==> config.mk <==
export PLATFORM = sky130hd
export DESIGN_NAME = param_shift_reg
export DESIGN_NICKNAME = d
export VERILOG_FILES = /design/src/rtl/param_shift_reg.sv
export SDC_FILE = /design/constraint.sdc
export NUM_CORES = 1
export LEC_CHECK = 0
export BUFFER_PORTS_ARGS = -buffer_cell sky130_fd_sc_hd__buf_4
export CORE_UTILIZATION = 48
export DETAILED_ROUTE_END_ITERATION = 7
export PLACE_DENSITY = 0.72
export REMOVE_ABC_BUFFERS = 1
export SYNTH_ARGS = -nofsm -noshare
export SYNTH_HDL_FRONTEND = slang
export SYNTH_SLANG_ARGS = --single-unit
==> constraint.sdc <==
create_clock -name Clk -period 1.9 [get_ports Clk]
set_clock_uncertainty 0.15 [all_clocks]
set_input_delay 0.19 -clock Clk [delete_from_list [all_inputs] [get_ports Clk]]
set_output_delay 0.19 -clock Clk [all_outputs]
set_load 0.005 [all_outputs]
==> src/rtl/param_shift_reg.sv <==
// WIDTH-bit register with parallel load and a multi-cycle shift engine.
// Define PSR_PARITY_EN to add a registered Parity output (^Q).
module param_shift_reg #(
  parameter int WIDTH = 8,
  parameter int AMT_W = 4
) (
  input  logic             Clk,
  input  logic             Reset,
  input  logic             Enable,
  input  logic             Load,
  input  logic [WIDTH-1:0] Dato,
  input  logic             Start,
  input  logic [1:0]       Mode,
  input  logic [AMT_W-1:0] Amount,
  input  logic             SerIn,
  output logic [WIDTH-1:0] Q,
  output logic             SerOut,
  output logic             Busy,
`ifdef PSR_PARITY_EN
  output logic             Done,
  output logic             Parity
`else
  output logic             Done
`endif
);

  typedef enum logic {
    S_IDLE,
    S_SHIFT
  } state_t;

  state_t           r_state;
  logic [WIDTH-1:0] r_q;
  logic             r_ser;
  logic [AMT_W-1:0] r_cnt;
  logic [1:0]       r_mode;
  logic             r_done;

  logic [WIDTH-1:0] w_shift;
  logic             w_sout;
  logic [WIDTH-1:0] w_q_next;

  always_comb begin
    w_shift = r_q;
    w_sout  = r_ser;
    unique case (r_mode)
      2'b00: begin
        w_shift = {r_q[WIDTH-2:0], SerIn};
        w_sout  = r_q[WIDTH-1];
      end
      2'b01: begin
        w_shift = {SerIn, r_q[WIDTH-1:1]};
        w_sout  = r_q[0];
      end
      2'b10: begin
        w_shift = {r_q[WIDTH-2:0], r_q[WIDTH-1]};
        w_sout  = r_q[WIDTH-1];
      end
      default: begin
        w_shift = {r_q[WIDTH-1], r_q[WIDTH-1:1]};
        w_sout  = r_q[0];
      end
    endcase
  end

  // Next Q is shared by the state register and the parity register.
  always_comb begin
    w_q_next = r_q;
    if (Enable) begin
      if (r_state == S_IDLE) begin
        if (Load) w_q_next = Dato;
      end else begin
        w_q_next = w_shift;
      end
    end
  end

  always_ff @(posedge Clk) begin
    if (Reset) begin
      r_state <= S_IDLE;
      r_q     <= '0;
      r_ser   <= 1'b0;
      r_cnt   <= '0;
      r_mode  <= 2'b00;
      r_done  <= 1'b0;
    end else if (Enable) begin
      r_q    <= w_q_next;
      r_done <= 1'b0;
      unique case (r_state)
        S_IDLE: begin
          if (!Load && Start) begin
            if (Amount == '0) begin
              r_done <= 1'b1;
            end else begin
              r_mode  <= Mode;
              r_cnt   <= Amount;
              r_state <= S_SHIFT;
            end
          end
        end
        S_SHIFT: begin
          r_ser <= w_sout;
          r_cnt <= r_cnt - 1'b1;
          if (r_cnt == AMT_W'(1)) begin
            r_state <= S_IDLE;
            r_done  <= 1'b1;
          end
        end
        default: r_state <= S_IDLE;
      endcase
    end
  end

`ifdef PSR_PARITY_EN
  logic r_par;

  always_ff @(posedge Clk) begin
    if (Reset) r_par <= 1'b0;
    else if (Enable) r_par <= ^w_q_next;
  end

  assign Parity = r_par;
`endif

  assign Q      = r_q;
  assign SerOut = r_ser;
  assign Busy   = (r_state == S_SHIFT);
  // A pending pulse is masked during a stall and reappears once enabled.
  assign Done   = r_done & Enable;

endmodule
==> results.json <==
{
  "status": "complete, no violations",
  "cp.depth": 6,
  "rsz0062_at_grt": "false",
  "crit_buf_inv": 2,
  "whs_ns": 0.0493,
  "io_pins": 31,
  "cts_resized": 0,
  "grt_overflow": 0,
  "comb_power_share": 0.228,
  "yosysMostFrequentCell": "nor2_1",
  "cts_buffers": 3,
  "reg2reg_depth": 5,
  "drtIter0Drc": 16,
  "die_h_um": 47.7,
  "start_util": 0.511,
  "setup_violations": 0,
  "die_w_um": 47.7,
  "ys_warn_count": 0,
  "grt.total_usage": 0.229,
  "internal_power_mw": 0.551,
  "grt_pass1_vias": 880,
  "powerDensity_nw_per_um2": 604,
  "num_antenna_cells": 0,
  "hpwl_mm": 1.68,
  "min_period_ns": 1.60,
  "power_switching_mw": 0.225,
  "num_rows": 16,
  "area_growth_pct": 27.9,
  "gp_congestion": 0.853,
  "endpoint_kind": "register",
  "path_class": "in2reg",
  "crit_family": "buffers and inverters",
  "grt_max_degree": 31,
  "clk_latency_ns": 0.29,
  "clkSinkCount": 17,
  "n_fill_cell": 188,
  "clockBufferDepth": 2,
  "instances_no_fill": 176,
  "ctsHoldBuffers": 3,
  "hold_viol_final": 0,
  "start_kind": "input port",
  "crit_chain": "dlygate4sd3_1 -> buf_4 -> nand2_4 -> o31ai_1 -> nor2_1 -> a211oi_1",
  "max_stage_delay_ns": 0.53,
  "crit_required_ns": 1.95,
  "p_leak_nw": 0.492,
  "setup_tns_ns": 0,
  "antenna_found_initial": 0,
  "portBuffers": 30,
  "crit_arrival_ns": 1.66,
  "via_per_inst": 5.39,
  "maxSlewHeadroom": 0.649,
  "drc": 0,
  "synth_area_leaders": "dfxtp_1, mux2i_1, nor2_1, a211oi_1, nor4_4",
  "h-tree-depth": 1,
  "slew_viol_final": 0,
  "pwr-share-seq": 0.515,
  "min_path_type": "in2reg",
  "core_area_um2": 1960,
  "drive_gt1_frac": 0.262,
  "clk_pin_slew_ns": 0.11,
  "yosysSeqAreaShare": 0.339,
  "drv_cap": 0,
  "grt_pass1_wl_mm": 3.68,
  "ys_ff_latch": 17,
  "avgSynthCellArea_um2": 8.50,
  "yosysUniqueCellTypes": 29,
  "cts_setup_buffers": 0,
  "firstDrtPassIters": 4,
  "root_buffer": "clkbuf_4",
  "fmax_mhz": 623,
  "synth_edf_count": 0,
  "synthArstFlopShare": 0,
  "finalNetCount": 172,
  "holdPathStages": 2,
  "slowest_stage": "dlygate4sd3_1",
  "final_area_um2": 1280,
  "drtAntennaViolNets": 0,
  "wl_mm": 2.30,
  "cts_tree": "built",
  "synth_top_cell_area_share": 0.339,
  "worst_pin_slew_ns": 0.526,
  "switching_share": 0.290,
  "fin_crit_sh": 0.844,
  "vias": 948,
  "wl_per_cell_um": 13.1,
  "dominantRegCellSynth": "dfxtp_1",
  "post-place-cells": 169,
  "yosys.area.top_type": "dfxtp_1",
  "die_area_um2": 2280,
  "clock_power_share": 0.257,
  "syn_area_um2": 1000,
  "synthTopCellsByCount": "nor2_1, dfxtp_1, mux2i_1",
  "syn_inst": 118,
  "placed_area_um2": 1230,
  "cp_max_fo": 8,
  "ir_drop_v": 0.000345
}
## placed cells by master (no fill, tap or decap), drive strengths merged, types with 4 or more instances in the layout
cell    Yosys  layout
a31oi       5       5
buf         6      32
nor2       23      23
inv         4       4
clkbuf      2       4
o21ai       4       4
a21oi       8       8
dfxtp      17      17
mux2i      13      13
a211oi     11      11
## power by group through the flow
stage	Combinational (mW)	Sequential [mW]	Clock [mW]
CTS	0.177	0.399	0.205
detailed placement	0.172	0.407	0
global placement	0.167	0.407	0
global route	0.197	0.402	0.225
floorplan	0.0811	0.410	0
finish	0.177	0.399	0.200
## flip-flops by register name, summed over array words and instances, names as in the netlist
register / flops
Q: 8
r_cnt: 4
r_mode: 2
Busy: 1
SerOut: 1
r_done: 1
## through the flow
stage               setup WS (ns)  total power [mW]  utilization
finish                      0.296             0.776        0.654
global route                0.109             0.825        0.654
CTS                         0.300             0.781        0.654
detailed placement          0.367             0.579        0.626
global placement            0.449             0.575        0.626
floorplan                  -0.132             0.491            -
## worst reg2reg max path, cell delays in order (launching register included)
cell      delay, ns
dfxtp_1        0.35
buf_4          0.31
nand2_1        0.21
o31ai_1        0.18
nor2_1         0.08
a211oi_1       0.22
## cell type report
| class | instances | area (um2) | area share |
|---|---|---|---|
| repair buffers | 35 | 270 | 0.211 |
| well taps | 27 | 33.8 | 0.0263 |
| flip-flops and latches | 17 | 340 | 0.265 |
| inverters | 4 | 15.0 | 0.0117 |
| clock buffers | 4 | 26.3 | 0.0205 |
| multi-input cells | 89 | 598 | 0.466 |
## worst paths after layout
path,start,end,slack [ns]
min reg2reg,r_done,r_done,0.34
max,Enable,r_cnt[1],0.30
max reg2reg,Busy,r_cnt[1],0.31
min,Reset,r_cnt[3],0.05
## cells by family (layout without fill, tap and decap cells)
kind of cell | count (synthesis) | count (layout) | synth area share
and+or+nand+nor | 44 | 44 | 0.252
DFF | 17 | 17 | 0.339
AOI/OAI and AO/OA | 30 | 30 | 0.190
adders and majority gates | 2 | 2 | 0.0249
muxes | 13 | 13 | 0.130
buffers and inverters | 12 | 43 | 0.0648
## metal layers
layer  share of wire  GRT usage  wire [um]  vias up
met5               0          0          0        -
met4           0.024      0.111         56        0
met3           0.034     0.0453         79        6
met2            0.50      0.384       1160       28
met1            0.44      0.279       1010      429
li1                -          -          -      485
No activity file was read; power rests on OpenSTA's default activity.
